<file path="src/rtl/pcileech_tlp_axis_to_tlp128.sv">
// pcileech_tlp_axis_to_tlp128
// Collects a TLP arriving as 64-bit AXI-stream beats into a flat buffer of
// 66-bit dual-dword slots and presents it as one wide word to a consumer
// that pulls it with a request strobe. TLPs longer than the buffer are
// swallowed whole and counted.
//
// Ports
//   clk, rst            clock, asynchronous active-high reset
//   tlp_rx_data/keep    beat payload (DW1 in [31:0], DW2 in [63:32]) and byte enables
//   tlp_rx_last/valid   end-of-TLP marker and beat valid
//   tlp_rx_ready        beat accept (registered, low while a TLP is held)
//   tlp_out_data        MAX_DDW slots of {KEEP DW2, LAST, DW2, DW1}
//   tlp_out_valid       one-cycle strobe, tlp_out_data is the complete TLP
//   tlp_out_has_data    a complete TLP is held waiting for tlp_out_req_data
//   tlp_out_req_data    consumer pull request
//   drop_count          saturating count of oversize TLPs discarded
//
// state   | meaning
// COLLECT | writing accepted beats into consecutive slots
// HOLD    | complete TLP held, input stalled, waiting for a request
// DROP    | buffer overflowed, discarding beats up to the TLP's last beat

module pcileech_tlp_axis_to_tlp128 #(
  parameter int MAX_DDW = 18,
  parameter int CNT_W   = 16
) (
  input  logic                 clk,
  input  logic                 rst,
  input  logic [63:0]          tlp_rx_data,
  input  logic [7:0]           tlp_rx_keep,
  input  logic                 tlp_rx_last,
  input  logic                 tlp_rx_valid,
  output logic                 tlp_rx_ready,
  output logic [66*MAX_DDW-1:0] tlp_out_data,
  output logic                 tlp_out_valid,
  output logic                 tlp_out_has_data,
  input  logic                 tlp_out_req_data,
  output logic [CNT_W-1:0]     drop_count
);

  typedef enum logic [1:0] {COLLECT, HOLD, DROP} state_t;

  localparam logic [4:0] LAST_IDX = 5'(MAX_DDW - 1);

  state_t      state, state_next;
  logic [65:0] slot [MAX_DDW];
  logic [4:0]  cnt;
  logic        accept;
  logic        at_end;
  logic        valid_next;
  logic        ready_next;
  logic        keep_dw2;
  logic        overflow;

  assign accept   = tlp_rx_valid & tlp_rx_ready;
  assign at_end   = (cnt == LAST_IDX);
  // keep[3:0] is implied; only the upper dword of a final beat can be empty.
  assign keep_dw2 = tlp_rx_last ? (|tlp_rx_keep[7:4]) : 1'b1;
  assign overflow = (state == COLLECT) && accept && !tlp_rx_last && at_end;

  always_comb begin
    state_next = state;
    valid_next = 1'b0;
    case (state)
      COLLECT: begin
        if (accept) begin
          if (tlp_rx_last)  state_next = HOLD;
          else if (at_end)  state_next = DROP;
        end
      end
      HOLD: begin
        if (tlp_out_req_data) begin
          state_next = COLLECT;
          valid_next = 1'b1;
        end
      end
      DROP: begin
        if (accept && tlp_rx_last) state_next = COLLECT;
      end
      default: state_next = COLLECT;
    endcase
    // Input stays stalled through the output strobe cycle so the buffer can
    // be cleared before the next TLP starts filling it.
    ready_next = (state_next != HOLD) && !valid_next;
  end

  always_ff @(posedge clk or posedge rst) begin
    if (rst) begin
      state            <= COLLECT;
      cnt              <= '0;
      tlp_rx_ready     <= 1'b0;
      tlp_out_valid    <= 1'b0;
      tlp_out_has_data <= 1'b0;
      drop_count       <= '0;
      for (int i = 0; i < MAX_DDW; i++) slot[i] <= '0;
    end else begin
      state         <= state_next;
      tlp_rx_ready  <= ready_next;
      tlp_out_valid <= valid_next;

      if (valid_next)
        tlp_out_has_data <= 1'b0;
      else if ((state == COLLECT) && accept && tlp_rx_last)
        tlp_out_has_data <= 1'b1;

      if ((state == DROP) && accept && tlp_rx_last && (drop_count != '1))
        drop_count <= drop_count + CNT_W'(1);

      // Unwritten slots must read zero so the first LAST=1 slot ends the TLP.
      if (tlp_out_valid || overflow) begin
        cnt <= '0;
        for (int i = 0; i < MAX_DDW; i++) slot[i] <= '0;
      end else if ((state == COLLECT) && accept) begin
        cnt <= cnt + 5'd1;
        for (int i = 0; i < MAX_DDW; i++)
          if (cnt == 5'(i)) slot[i] <= {keep_dw2, tlp_rx_last, tlp_rx_data};
      end
    end
  end

  for (genvar g = 0; g < MAX_DDW; g++) begin : g_out
    assign tlp_out_data[66*g +: 66] = slot[g];
  end

endmodule

</file>
<file path="config.mk">
export PLATFORM = sky130hd
export DESIGN_NAME = pcileech_tlp_axis_to_tlp128
export DESIGN_NICKNAME = d
export VERILOG_FILES = /design/src/rtl/pcileech_tlp_axis_to_tlp128.sv
export SDC_FILE = /design/constraint.sdc
export NUM_CORES = 2
export LEC_CHECK = 0
export CORE_AREA = 2 2 494 496
export CTS_CLUSTER_SIZE = 24
export DETAILED_ROUTE_END_ITERATION = 16
export DIE_AREA = 0 0 496 498
export GPL_TIMING_DRIVEN = 0
export PLACE_DENSITY = 0.49
export SYNTH_ARGS = -nofsm -noshare
export SYNTH_HDL_FRONTEND = slang
export SYNTH_SLANG_ARGS = --single-unit
</file>
<file path="constraint.sdc">
create_clock -name clk -period 55.4 [get_ports clk]
set_clock_uncertainty 0.1 [all_clocks]
set_input_delay 8.31 -clock clk [delete_from_list [all_inputs] [get_ports clk]]
set_output_delay 8.31 -clock clk [all_outputs]
set_load 0.005 [all_outputs]
</file>
Word level (Yosys, flattened, before mapping)
Index checks and enable logic that the tools add are counted.

Flip-flop bits (word level): 1214. ROM bits: 0. Logic and storage cells: 134. Memories kept: 0. Bits of input ports: 77. Latch bits: 0. Memory bits (writable): 0.

Muxes and demuxes: 33. $add $sub $neg: 2. Bitwise operators: 1. Divide/modulo/power cells: 0. Shift operators: 0. Magnitude comparators: 0. Multiply operators: 0. Eq/ne operators: 21. Reduce and logical (&&, ||, !) cells: 53.

Operators with widths (number): two-way mux 1188 bit (2); two-way mux 66 bit (18); == test 5 x 4 -> 1 bit (second input constant) (8); nonzero test 2 bit (20); AND reduction 2 bit (18); == test 5 x 3 -> 1 bit (second input constant) (4); adder 16 x 1 -> 16 bit (second input constant) (1); != test 16 bit (second input constant) (1); == test 5 x 2 -> 1 bit (second input constant) (2); == test 5 bit (second input constant) (2); two-way mux 2 bit (5); two-way mux 5 bit (2); logical AND 1 bit (9); one-hot mux 2 bit (3 select lines) (1); adder 5 x 1 -> 5 bit (second input constant) (1); == test 5 x 1 -> 1 bit (second input constant) (1); logical NOT 5 bit (1); two-way mux 1 bit (5); OR reduction 4 bit (1); == test 2 x 1 -> 1 bit (second input constant) (1); == test 2 bit (second input constant) (1); logical NOT 1 bit (2); logical NOT 2 bit (1); != test 2 x 1 -> 1 bit (second input constant) (1); other kinds (2) (2).

Depth between registers and ports, before layout
Depth in word-level cells: 7. Gate-level depth with buffers: 9. Mapped depth without buffers: 6.

Worst setup path before layout
No wires, ideal clock.

Path kind: input-to-reg. From: input port tlp_rx_last. To: register drop_count[1]. Path buffers: 2. Path slack: 45.662 ns. Arrival time: 9.513 ns. Required time: 55.175 ns. Stages on the path: 6. Cell sequence: buf_2 nand3b_1 or2_2 clkbuf_1 nor2_1 mux2_2.

Word-level cells in the longest chain between the ends: 2.

Ends and longest elaborated chain: start: declaration (RTL line 31) `input logic tlp_rx_last,`; logical AND 1 bit (2 in a row) (RTL line 106) `if ((state == DROP) && accept && tlp_rx_last && (drop_count != '1))`; end signal: assignment (RTL line 107) `drop_count <= drop_count + CNT_W'(1);`; end: declaration (RTL line 38) `output logic [CNT_W-1:0] drop_count`.

Every way passes these cells. A chain may end at the register's enable or synchronous reset.

==> results.cfg <==
[finish]
area_delta_synth_final_pct = 44.1
final_util_pct = 28.9
ff_latch_area_um2 = 30400
nFillCells = 25700
layout-drive-gt1-share_pct = 9.03
mostFrequentLayoutCells = nand2_1 (2205), dfrtp_1 (1214), clkdlybuf4s50_1 (1214)
nets = 6744
layout_commonest_cell = nand2_1
multi_input_area_um2 = 15600

[min_path]
hp-start = tlp_out_data[1169]$_DFFE_PP0P_
hold_class = reg -> reg

[detailed_routing]
drt_pass1_iterations = 6
ant_nets = 0
wl_mm = 307
met2_length_mm = 141
drtIter0Drc = 3899
routed_via_density = 4.58
met1_length_mm = 128
routed.top_layer = met5
wire_per_inst_um = 30.7
wl_met3_mm = 24.9
num_vias = 45800
drc = 0

[pwr]
power.total_uw = 2610
p_per_area_nw_per_um2 = 37.2
power.leakage_uw = 0.0290
ir_drop_mv = 0.0270

[worst_setup_path]
cp.arrival_ns = 12.39
critical_path_buf_inv_count = 8
crit_top_cell = buf_16
endpoint_kind = asynchronous set/reset pin
crit-reg2reg-launch = cnt[1]$_DFFE_PP0P_
start_kind = input port
startpoint = rst
worstRegToRegCells = 8
endpoint = tlp_out_data[678]$_DFFE_PP0P_
slowest_delay_ns = 0.58
crit_slowest_cell = inv_8
rrSetupSlack_ns = 51.95
critPathRequiredTime_ns = 56.22
critPathMaxFanout = 114
crit_family = buffers and inverters
path_depth = 8
r2r-end = tlp_out_data[766]$_DFFE_PP0P_
path_cells = clkdlybuf4s50_1 > inv_8 > buf_16 > buf_16 > buf_16 > buf_16 > buf_16 > buf_16
crit_type = in -> async

[timing]
worst_slack_ns = 43.83
hold_viol = 0
worst_pin_slew_ns = 1.41
post-route-period-util_pct = 20.9
rsz0062_at_grt = false
min_period_ns = 11.57
finalSetupViolCount = 0
clock.fmax_ghz = 0.0865
relSlewSlack_pct = 6.07
final_max_slew_viol_count = 0

[clocking]
path_clk_slew_ns = 0.06
root_buffer = clkbuf_16
cts_hold_buf = 0
clock_path_buffers = 3
postCtsSetupRepairBufs = 0
cts_buffers = 150
ctsResizeCount = 0
htreeDepth = 4
cts_tree = yes
clock_latency_ns = 0.81
cts_sinks = 1214

[yosys]
synth_area_leader_cell = dfrtp_1
yosysWarnings = 0
synthTopCellsByArea = dfrtp_1 (63%), nand2_1 (17%), a21oi_1 (11%), buf_2 (2.4%), clkbuf_1 (1.5%)
synth_nets = 5365
seq_area_frac_synth_pct = 62.5
yosys.area.top_type_share_pct = 62.5
synth_cell_types = 47
synth_area_um2 = 48600
synth.avg_cell_area_um2 = 9.20
ys_ff_latch = 1214
syn-instance-count = 5282

[floorplanning]
fp.dieW_um = 496
row_count = 181
fp.coreArea_um2 = 242000
initial_core_util_pct = 20.1
die_h_um = 498
io_pins = 1284
die_area_um2 = 247000

[global_route]
grt_use_total_pct = 24.1
grt_first_pass_wirelength_mm = 406
grt_max_degree = 127
grt_pass1_vias = 44800
antenna_found_initial = 34
grt_overflow = 0

[placed_design]
place_congestion = 0.857
port_buffers = 1214
post-place-ws_ns = 42.80
dp_hpwl_mm = 234

[job]
maxCapViolations = 0

[outcome]
status = finished, final reports clean
[flip-flops by register name, indices dropped and copies added (netlist names)]
signal	flops
tlp_out_valid	1
tlp_out_data	1188
tlp_out_has_data	1
cnt	5
drop_count	16
tlp_rx_ready	1
state	2
[stage by stage]
step / hold WS (ns) / area, um2 / setup TNS (ns) / instances
2_1_floorplan: 0.374 / 48600 / 0 / 5282
3_3_place_gp: 0.362 / 64700 / -4091.29 / 9698
3_5_place_dp: 0.388 / 65100 / 0 / 9711
4_1_cts: 0.402 / 69900 / 0 / 9977
5_1_grt: 0.417 / 69900 / 0 / 9978
6_report: 0.401 / 70000 / 0 / 10000
[cell usage after synthesis (all sizes together)]
| library cell | count |
|---|---|
| or2 | 2 |
| buf | 328 |
| o31a | 1 |
| nor2b | 6 |
| nor2 | 24 |
| nand4bb | 2 |
| a22o | 68 |
| or3 | 2 |
| and4bb | 1 |
| o21a | 1 |
| xnor2 | 1 |
| nor4b | 1 |
| nand2 | 2206 |
| mux2 | 2 |
| a21oi | 1099 |
| o21bai | 1 |
| a31oi | 5 |
| and3 | 7 |
| a41oi | 1 |
| clkbuf | 190 |
| o211ai | 1 |
| and4 | 1 |
| nand3 | 18 |
| o22ai | 17 |
| a211oi | 12 |
| o31ai | 7 |
| inv | 5 |
| and2 | 3 |
| xor2 | 11 |
| nor3b | 1 |
| nand3b | 1 |
| nand2b | 6 |
| ha | 6 |
| a21o | 1 |
| dfrtp | 1214 |
| nand4 | 8 |
| nor4 | 7 |
| nor3 | 15 |
[metal layers]
metal	vias up	GRT usage (%)
met5	-	0
met1	23300	30.5
met3	408	6.66
met4	4	9.89
li1	19900	-
met2	2184	38.4
[cell type report]
cell class                 count  share of cell area [%]
tap                         3202                    5.72
timing repair buffer        1227                    17.8
sequential                  1214                    43.4
antenna                       26                  0.0929
buffer                       518                    3.73
multi-input combinational   3545                    22.3
clock inverter                51                   0.731
clock buffer                 215                    6.17
inverter                       5                  0.0375
[report_power, final]
part           switching [uW]  internal [uW]  leakage [uW]
logic                     398            207       0.00979
clock network             430            555       0.00237
registers                50.9            964        0.0169
[worst min-delay path by stage]
stage	to	cells past startpoint
after floorplan	tlp_out_data[1186]$_DFFE_PP0P_	1
final	tlp_out_data[1169]$_DFFE_PP0P_	1
after CTS	tlp_out_data[1186]$_DFFE_PP0P_	1
after global routing	tlp_out_data[1186]$_DFFE_PP0P_	1
after global placement	tlp_out_data[1186]$_DFFE_PP0P_	1
after detailed placement	tlp_out_data[1186]$_DFFE_PP0P_	1
[logic make-up after synthesis]
family          share of synthesized area (%)
compound gates                           13.2
xor+xnor                                0.216
fa+ha+maj                               0.155
buf+inv                                  5.36
flops                                    62.5
mux                                    0.0464
simple gates                             18.5
Power figures use the tool's default switching activity.
